[config.mk]
export PLATFORM = sky130hd
export DESIGN_NAME = my_mux_stream
export DESIGN_NICKNAME = d
export VERILOG_FILES = /design/src/rtl/my_mux_stream.sv
export SDC_FILE = /design/constraint.sdc
export NUM_CORES = 1
export LEC_CHECK = 0
export ABC_CLOCK_PERIOD_IN_PS = 1700
export BUFFER_PORTS_ARGS = -buffer_cell sky130_fd_sc_hd__buf_4
export CORE_MARGIN = 3
export CORE_UTILIZATION = 36
export DETAILED_ROUTE_END_ITERATION = 8
export HOLD_SLACK_MARGIN = 0.1
export PLACE_DENSITY = 0.66
export SETUP_SLACK_MARGIN = 0.1
export SYNTH_ARGS = -nofsm -noshare
export SYNTH_HDL_FRONTEND = slang
export SYNTH_SLANG_ARGS = --single-unit
[constraint.sdc]
create_clock -name clk -period 1.7 [get_ports clk]
set_clock_uncertainty 0.1 [all_clocks]
set_input_delay 0.255 -clock clk [delete_from_list [all_inputs] [get_ports clk]]
set_output_delay 0.255 -clock clk [all_outputs]
set_load 0.03 [all_outputs]
[src/rtl/my_mux_stream.sv]
// Purpose  : 2:1 round-robin stream merge. Each word carries a source tag (out_sel).
// Latency  : one cycle from a source transfer to out_valid.
// Backpr.  : one-entry output register. It reloads when empty or draining, so a
//            stalled output drops both readies and priority does not rotate.
//
// Ports:
//   clk, reset            rising-edge clock, synchronous active-high reset
//   a_data/a_valid/a_ready source A channel (tag 0)
//   b_data/b_valid/b_ready source B channel (tag 1)
//   out_data/out_sel      registered merged word and its source tag
//   out_valid/out_ready   output handshake
module my_mux_stream #(
    parameter int WIDTH = 16
) (
    input  logic             clk,
    input  logic             reset,
    input  logic [WIDTH-1:0] a_data,
    input  logic             a_valid,
    output logic             a_ready,
    input  logic [WIDTH-1:0] b_data,
    input  logic             b_valid,
    output logic             b_ready,
    output logic [WIDTH-1:0] out_data,
    output logic             out_sel,
    output logic             out_valid,
    input  logic             out_ready
);

    logic [WIDTH-1:0] out_data_q, out_data_d;
    logic             out_sel_q, out_sel_d;
    logic             out_valid_q, out_valid_d;
    // Tag of the most recent winner. The other side wins the next tie.
    logic             last_sel_q, last_sel_d;

    logic load_en;
    logic grant_a;
    logic grant_b;

    // The register can take a word when it is empty or is draining this edge.
    assign load_en = !out_valid_q || out_ready;

    always_comb begin
        grant_a = 1'b0;
        grant_b = 1'b0;
        if (a_valid && b_valid) begin
            grant_a = last_sel_q;
            grant_b = !last_sel_q;
        end else begin
            grant_a = a_valid;
            grant_b = b_valid;
        end
    end

    // Readies are held low during reset, so no source sees a transfer then.
    assign a_ready = load_en && grant_a && !reset;
    assign b_ready = load_en && grant_b && !reset;

    always_comb begin
        out_data_d  = out_data_q;
        out_sel_d   = out_sel_q;
        out_valid_d = out_valid_q;
        last_sel_d  = last_sel_q;
        if (load_en) begin
            if (grant_a || grant_b) begin
                out_data_d  = grant_b ? b_data : a_data;
                out_sel_d   = grant_b;
                out_valid_d = 1'b1;
                last_sel_d  = grant_b;
            end else begin
                // Drained with nothing to replace it. Data and tag keep stale values.
                out_valid_d = 1'b0;
            end
        end
    end

    always_ff @(posedge clk) begin
        if (reset) begin
            out_data_q  <= '0;
            out_sel_q   <= 1'b0;
            out_valid_q <= 1'b0;
            last_sel_q  <= 1'b1;
        end else begin
            out_data_q  <= out_data_d;
            out_sel_q   <= out_sel_d;
            out_valid_q <= out_valid_d;
            last_sel_q  <= last_sel_d;
        end
    end

    assign out_data  = out_data_q;
    assign out_sel   = out_sel_q;
    assign out_valid = out_valid_q;

endmodule

Word-level counts from Yosys, hierarchy flattened
Cells that the tools add are included.
- flip-flop bits (word level): 19
- input port bits: 37
- output and inout port bits: 20
- word-level logic and storage cells: 19
- mux-type cells: 4
- reduce and logical (&&, ||, !) cells: 11
- operators with widths (cell ; count):
    $mux W16 ; 1
    $logic_and A1 B1 Y1 ; 5
    $logic_not A1 Y1 ; 3
    $mux W1 ; 3
    $logic_or A1 B1 Y1 ; 2
    $reduce_and A2 Y1 ; 1

Depth between registers and ports, before layout
Gate-level depths: netlist (run 1).
- depth in word-level cells: 4
- mapped depth: 5
- depth with buffers taken out: 3

Least setup slack after synthesis (run 1)
OpenSTA, ideal clock, no wires.
- path type: register to output
- start: register out_valid_q (netlist: out_valid)
- end: output a_ready
- arrival: 2162 ps
- required time: 1345 ps
- setup slack: -817 ps
- cell stages (with the launch flop): 3
- buffers on the path: 0
- cells stage by stage: dfxtp_1 and2b_2 a2111oi_0
- cells in the longest elaborated chain, start to end: 4
- ends and longest elaborated chain (element ; RTL line ; text):
    start: declaration ; 31 ; logic out_valid_q, out_valid_d;
    start signal: assignment ; 85 ; out_valid_q <= out_valid_d;
    $logic_not A1 Y1 ; 40 ; assign load_en = !out_valid_q || out_ready;
    $logic_or A1 B1 Y1 ; 40 ;
    $logic_and A1 B1 Y1 (2 in series) ; 55 ; assign a_ready = load_en && grant_a && !reset;
    end: declaration ; 19 ; output logic a_ready,
Every way passes these cells.

Worst setup path after layout (run 1)
- start: register last_sel_q
- end: output a_ready
- cells in the longest elaborated chain, start to end: 3
- ends and longest elaborated chain (element ; RTL line ; text):
    start: declaration ; 33 ; logic last_sel_q, last_sel_d;
    start signal: assignment ; 86 ; last_sel_q <= last_sel_d;
    $mux W1 ; 45 ; if (a_valid && b_valid) begin
    $logic_and A1 B1 Y1 (2 in series) ; 55 ;
Every way passes these cells.

==> results of run 1 <==
[logic make-up after synthesis]
kind of cell	Yosys count	share of synthesized area (%)
and+or+nand+nor	39	15.6
buffers and inverters	12	12.4
AOI/OAI and AO/OA	40	36.6
DFF	19	35.3
[cell usage in the layout, fill, tap and decap left out, types with 2 or more instances in the layout]
cell type  instances
a21oi_1            9
inv_1              2
clkbuf_4           3
a311oi_1           5
nand2_1           33
dfxtp_2            2
a311oi_2          11
dfxtp_1           17
buf_4             59
a21oi_2           10
[repair_timing]
action | in CTS | in global routing
resized for setup | 8 | 0
endpoints found under the setup margin | 2 | 2
pin swaps | 0 | 1
buffers inserted | 1 | 0
[worst max-delay path by stage]
stage          startpoint           end  slack [ps]  cells after the start
6_report       last_sel_q       a_ready         120                      3
5_1_grt        last_sel_q       a_ready          20                      3
4_1_cts        last_sel_q       b_ready          90                      3
3_5_place_dp      a_valid  out_data[15]          50                      4
3_3_place_gp      a_valid   out_data[5]          90                      4
2_1_floorplan   out_valid       a_ready          10                      2
[synth_stat cells, types with 2 or more instances]
master / instances
buf_6: 4
nand2_1: 33
a21oi_1: 9
clkbuf_8: 3
a311oi_2: 11
a21oi_2: 10
inv_1: 2
dfxtp_1: 19
a311oi_1: 5
[metrics by stage]
stage                     power, mW  std cells  utilization (%)
after floorplan               0.791        110                -
after global placement        0.921        190             51.4
after detailed placement      0.929        190             51.4
after CTS                      1.17        195             53.8
after global routing           1.22        195             53.8
final                          1.15        195             53.8
[state kept, by name (all words and copies together) (netlist names)]
name        cells
out_sel         1
out_valid       1
out_data       16
last_sel_q      1
[power breakdown]
group	switching [mW]	internal [mW]	leakage (nW)
clock network	0.134	0.0911	0.0150
logic	0.228	0.184	0.482
registers	0.0280	0.488	0.158
[worst max-delay path: stages (launching register included)]
cell       delay, ps
dfxtp_2          360
inv_1             90
a2111oi_4        290
buf_4            210
[metal layers]
layer | global-route usage, % | vias up | routed length (µm)
met5 | 0 | - | 0
met4 | 6.19 | 0 | 22
met2 | 29.8 | 21 | 1570
met3 | 1.28 | 2 | 102
met1 | 18.7 | 486 | 1110
li1 | - | 507 | -
[final cells by class]
| type | instances | area (µm²) |
|---|---|---|
| clock buffer | 4 | 26.3 |
| sequential | 19 | 383 |
| tap | 31 | 38.8 |
| inverter | 2 | 7.51 |
| multi-input combinational | 79 | 599 |
| timing repair buffer | 60 | 454 |
| fill | 272 | 1300 |
==> flow_summary_export.csv, run 1 <==
group,metric,value,unit
yosys,yosysTopAreaCellShare,35.3,%
yosys,synth-seq-cells,19,
die,core_area,0.00281,mm²
sta,finalMaxSlewViolations,0,
detailed_routing,drt_first_pass_iters,4,
min_path,hold-path-cell-count,3,
detailed_routing,drc_errors,0,
placed_design,placed_area,0.00144,mm²
sta,max_freq,632,MHz
clock_network,path_clk_slew,110,ps
setup_path,crit_arrival,1230,ps
clock_network,cts-htree-levels,1,
global_route,overflow,0,
setup_path,reg2reg_from,"last_sel_q",
die,row_count,19,
finish,final_net_count,202,
yosys,synthesis.nets,147,
placed_design,port-buffer-count,56,
die,pin_count,57,
yosys,synth_edf_count,0,
yosys,syn_area,0.00108,mm²
detailed_routing,vias_per_cell,5.21,
min_path,hp-class,"input pin to register",
setup_path,crit_type,"register to primary output",
min_path,min-delay-start,"a_data[2]",
placed_design,globalplace.congestion,0.714,
global_route,grtUsageTotal,15.9,%
placed_design,dp_hpwl,2100,µm
detailed_routing,drt_iter0_drc,33,
power_and_ir_drop,ir_drop,0.277,mV
sta,finalSetupTns,0,ps
power_and_ir_drop,power_density,764,mW/mm²
sta,hold_ws,125,ps
setup_path,cp_max_fo,3,
finish,antenna_cells,0,
sta,finalHoldViolCount,0,
yosys,yosys.area.top_type,"dfxtp_1",
global_route,antenna_found_initial,0,
placed_design,post-place-ws,52.9,ps
clock_network,ctsLongestPathBuffers,2,
yosys,avgSynthCellArea,9.78,µm²
setup_path,worst_setup_path_start_kind,"register",
die,start_util,38.4,%
detailed_routing,finalWirelength,2810,µm
yosys,synth_cell_types,23,
yosys,yosysWarnings,0,
sta,setup_viol,0,
yosys,ys.flop_type,"dfxtp_1",
detailed_routing,wl_per_cell,14.4,µm
yosys,synthArstFlopShare,0,%
clock_network,hold_buffers,0,
die,die_area,0.00368,mm²
power_and_ir_drop,power_leakage,0.655,nW
sta,max_slew_margin,46.8,%
sta,worstMarginPinSlew,798,ps
sta,period_share,93.1,%
global_route,grt_pass1_wl,4530,µm
clock_network,cts_root_buf,"clkbuf_4",
outcome,outcome,"complete, no violations",
min_path,hold_path_end,"out_data[2]",
die,die_h,60.7,µm
run,max-cap-violations,0,
finish,final_area,0.00151,mm²
detailed_routing,ant_nets,0,
die,dieWidth,60.7,µm
detailed_routing,vias,1016,
setup_path,r2r_slack,250,ps
setup_path,r2r_end,"out_data[5]",
clock_network,worst_skew_pair.late_latency,280,ps
setup_path,r2r_cells,4,
sta,rsz0062_at_grt,"yes",
clock_network,cts_sinks,19,
setup_path,crit_required,1340,ps
setup_path,critPathCaptureType,"primary output",
sta,period_minus_slack,1580,ps
global_route,grt_pass1_vias,1071,
yosys,synthTopCellsByArea,"dfxtp_1 35%, a311oi_2 15%, nand2_1 12%",
yosys,synth_seq_area_share,35.3,%
clock_network,cts-buffers-inserted,3,
yosys,syn_inst,110,
global_route,grt_start_max_net_pins,18,
finish,drive_gt1_share,56.7,%
clock_network,cts_tree,"built",
sta,worst_slack,117,ps
finish,syn2layout_area_growth,40.2,%
Note: power is estimated with default switching activity, not from simulation.
==> inputs of run 2 (changes only) <==
--- a/config.mk
+++ b/config.mk
@@ -7,6 +7,7 @@
 export LEC_CHECK = 0
 export ABC_CLOCK_PERIOD_IN_PS = 1700
 export BUFFER_PORTS_ARGS = -buffer_cell sky130_fd_sc_hd__buf_4
+export CORE_ASPECT_RATIO = 1.4
 export CORE_MARGIN = 3
 export CORE_UTILIZATION = 36
 export DETAILED_ROUTE_END_ITERATION = 8
==> flow_summary_export.csv, run 2 (synthesis results as in run 1) <==
group,metric,value,unit
power_and_ir_drop,p_comb_share,35.7,%
power_and_ir_drop,design_power_total,1.16,mW
die,row_count,22,
global_route,grt_start_max_net_pins,21,
finish,final_util,55.9,%
detailed_routing,drc_errors,0,
clock_network,cts-htree-levels,1,
setup_path,slowest_delay,330,ps
power_and_ir_drop,seqPwrFrac,44.7,%
sta,max_freq,628,MHz
detailed_routing,ant_nets,0,
sta,hold_ws,123,ps
detailed_routing,vias,1019,
sta,period_minus_slack,1590,ps
placed_design,dp_cells,195,
detailed_routing,drt_first_pass_iters,4,
setup_path,crit_chain,"and2b_2 -> a2111oi_4 -> buf_4",
clock_network,path_clk_slew,110,ps
min_path,hp-class,"input pin to register",
power_and_ir_drop,power_leakage,0.665,nW
finish,layout_common_cells,"62 x buf_4, 33 x nand2_1, 17 x dfxtp_1",
finish,instances_no_fill,202,
setup_path,r2r_slack,200,ps
setup_path,startpoint,"out_valid",
power_and_ir_drop,switchingPower,0.390,mW
finish,fill_cells,261,
finish,final_common_cell,"buf_4",
detailed_routing,vias_per_cell,5.04,
setup_path,critPathCaptureType,"primary output",
clock_network,hold_buffers,0,
setup_path,r2r_cells,5,
placed_design,globalplace.congestion,0.670,
sta,finalSetupTns,0,ps
die,core_area,0.00273,mm²
placed_design,placed_area,0.00145,mm²
power_and_ir_drop,p_int,0.766,mW
global_route,grtUsageTotal,16.1,%
power_and_ir_drop,clock_power_share,19.5,%
setup_path,crit_buf_inv,1,
detailed_routing,drt_iter0_drc,13,
setup_path,r2r_end,"out_data[11]",
power_and_ir_drop,power_density,758,mW/mm²
setup_path,crit_end,"a_ready",
sta,finalHoldViolCount,0,
detailed_routing,finalWirelength,2770,µm
finish,final_net_count,204,
placed_design,dp_hpwl,2090,µm
global_route,antenna_found_initial,0,
die,die_area,0.00369,mm²
power_and_ir_drop,ir_drop,0.392,mV
sta,period_share,93.7,%
finish,syn2layout_area_growth,41.6,%
setup_path,path_delay_family,"flip-flops",
detailed_routing,wl_per_cell,13.7,µm
power_and_ir_drop,switching_share,33.7,%
finish,largest_reg_flops,16,
setup_path,worst_setup_path_start_kind,"register",
clock_network,worst_skew_pair.late_latency,290,ps
finish,antenna_cells,0,
global_route,grt_pass1_wl,4760,µm
global_route,grt_pass1_vias,1104,
setup_path,crit_required,1340,ps
setup_path,crit_arrival,1240,ps
clock_network,cts_sinks,19,
die,pin_count,57,
setup_path,path_depth,3,
sta,rsz0062_at_grt,"yes",
sta,setup_viol,0,
setup_path,crit_type,"register to primary output",
clock_network,cts_root_buf,"clkbuf_4",
sta,worst_slack,108,ps
finish,final_area,0.00152,mm²
die,die_h,70.7,µm
sta,worstMarginPinSlew,769,ps
global_route,overflow,0,
die,start_util,39.5,%
setup_path,reg2reg_from,"out_valid",
setup_path,cp_max_fo,4,
die,dieWidth,52.2,µm
placed_design,port-buffer-count,56,
outcome,outcome,"complete, no violations",
clock_network,cts_tree,"built",
placed_design,post-place-ws,75.8,ps
sta,max_slew_margin,48.7,%
clock_network,cts-buffers-inserted,3,
run,max-cap-violations,0,
setup_path,cpMaxStageDelayCell,"dfxtp_2",
clock_network,ctsLongestPathBuffers,2,
finish,drive_gt1_share,57.8,%
sta,finalMaxSlewViolations,0,
[run 2: cell types whose count changed in the layout (fill, tap and decap cells not counted), sizes merged]
cell,previous run,this run
buf,60,62
[run 2: power groups by stage]
| stage | clock network, mW | logic [mW] | registers, mW |
|---|---|---|---|
| 2_1_floorplan | 0 | 0.191 | 0.600 |
| 3_3_place_gp | 0 | 0.396 | 0.525 |
| 3_5_place_dp | 0 | 0.403 | 0.526 |
| 4_1_cts | 0.236 | 0.410 | 0.517 |
| 5_1_grt | 0.256 | 0.446 | 0.522 |
| 6_report | 0.226 | 0.413 | 0.517 |
[run 2: final cells by class]
type | instances | area [µm²] | share of cell area, %
multi-input cells | 79 | 594 | 39.0
repair buffers | 62 | 465 | 30.5
flip-flops and latches | 19 | 385 | 25.3
well taps | 36 | 45.0 | 2.96
clock buffers | 4 | 26.3 | 1.72
inverters | 2 | 7.51 | 0.493
[run 2: worst min path at each step]
| stage | startpoint | endpoint | slack, ps | cells past startpoint |
|---|---|---|---|---|
| after floorplan | a_data[15] | out_data[15] | 310 | 2 |
| after global placement | out_sel | out_sel | 370 | 2 |
| after detailed placement | out_sel | out_sel | 370 | 2 |
| after CTS | reset | out_data[4] | 100 | 2 |
| after global routing | reset | out_data[6] | 120 | 2 |
| final | reset | out_data[4] | 120 | 2 |
[run 2: repair_timing]
item	CTS	global route
pin swaps	0	2
gates resized for setup	4	4
setup endpoints to repair	2	3
setup buffers	2	1
[run 2: worst reg2reg max path: cells and delay by family, from the launching register on]
family | cells | cell delay [ps]
compound gates | 1 | 110
flops | 1 | 330
buf+inv | 2 | 400
simple gates | 2 | 450
[run 2: layer usage]
layer | wire length [µm] | global-route usage, % | up-vias
li1 | - | - | 510
met4 | 0 | 4.26 | 0
met1 | 1170 | 18.7 | 463
met3 | 277 | 3.16 | 0
met5 | 0 | 0 | -
met2 | 1320 | 29.2 | 46
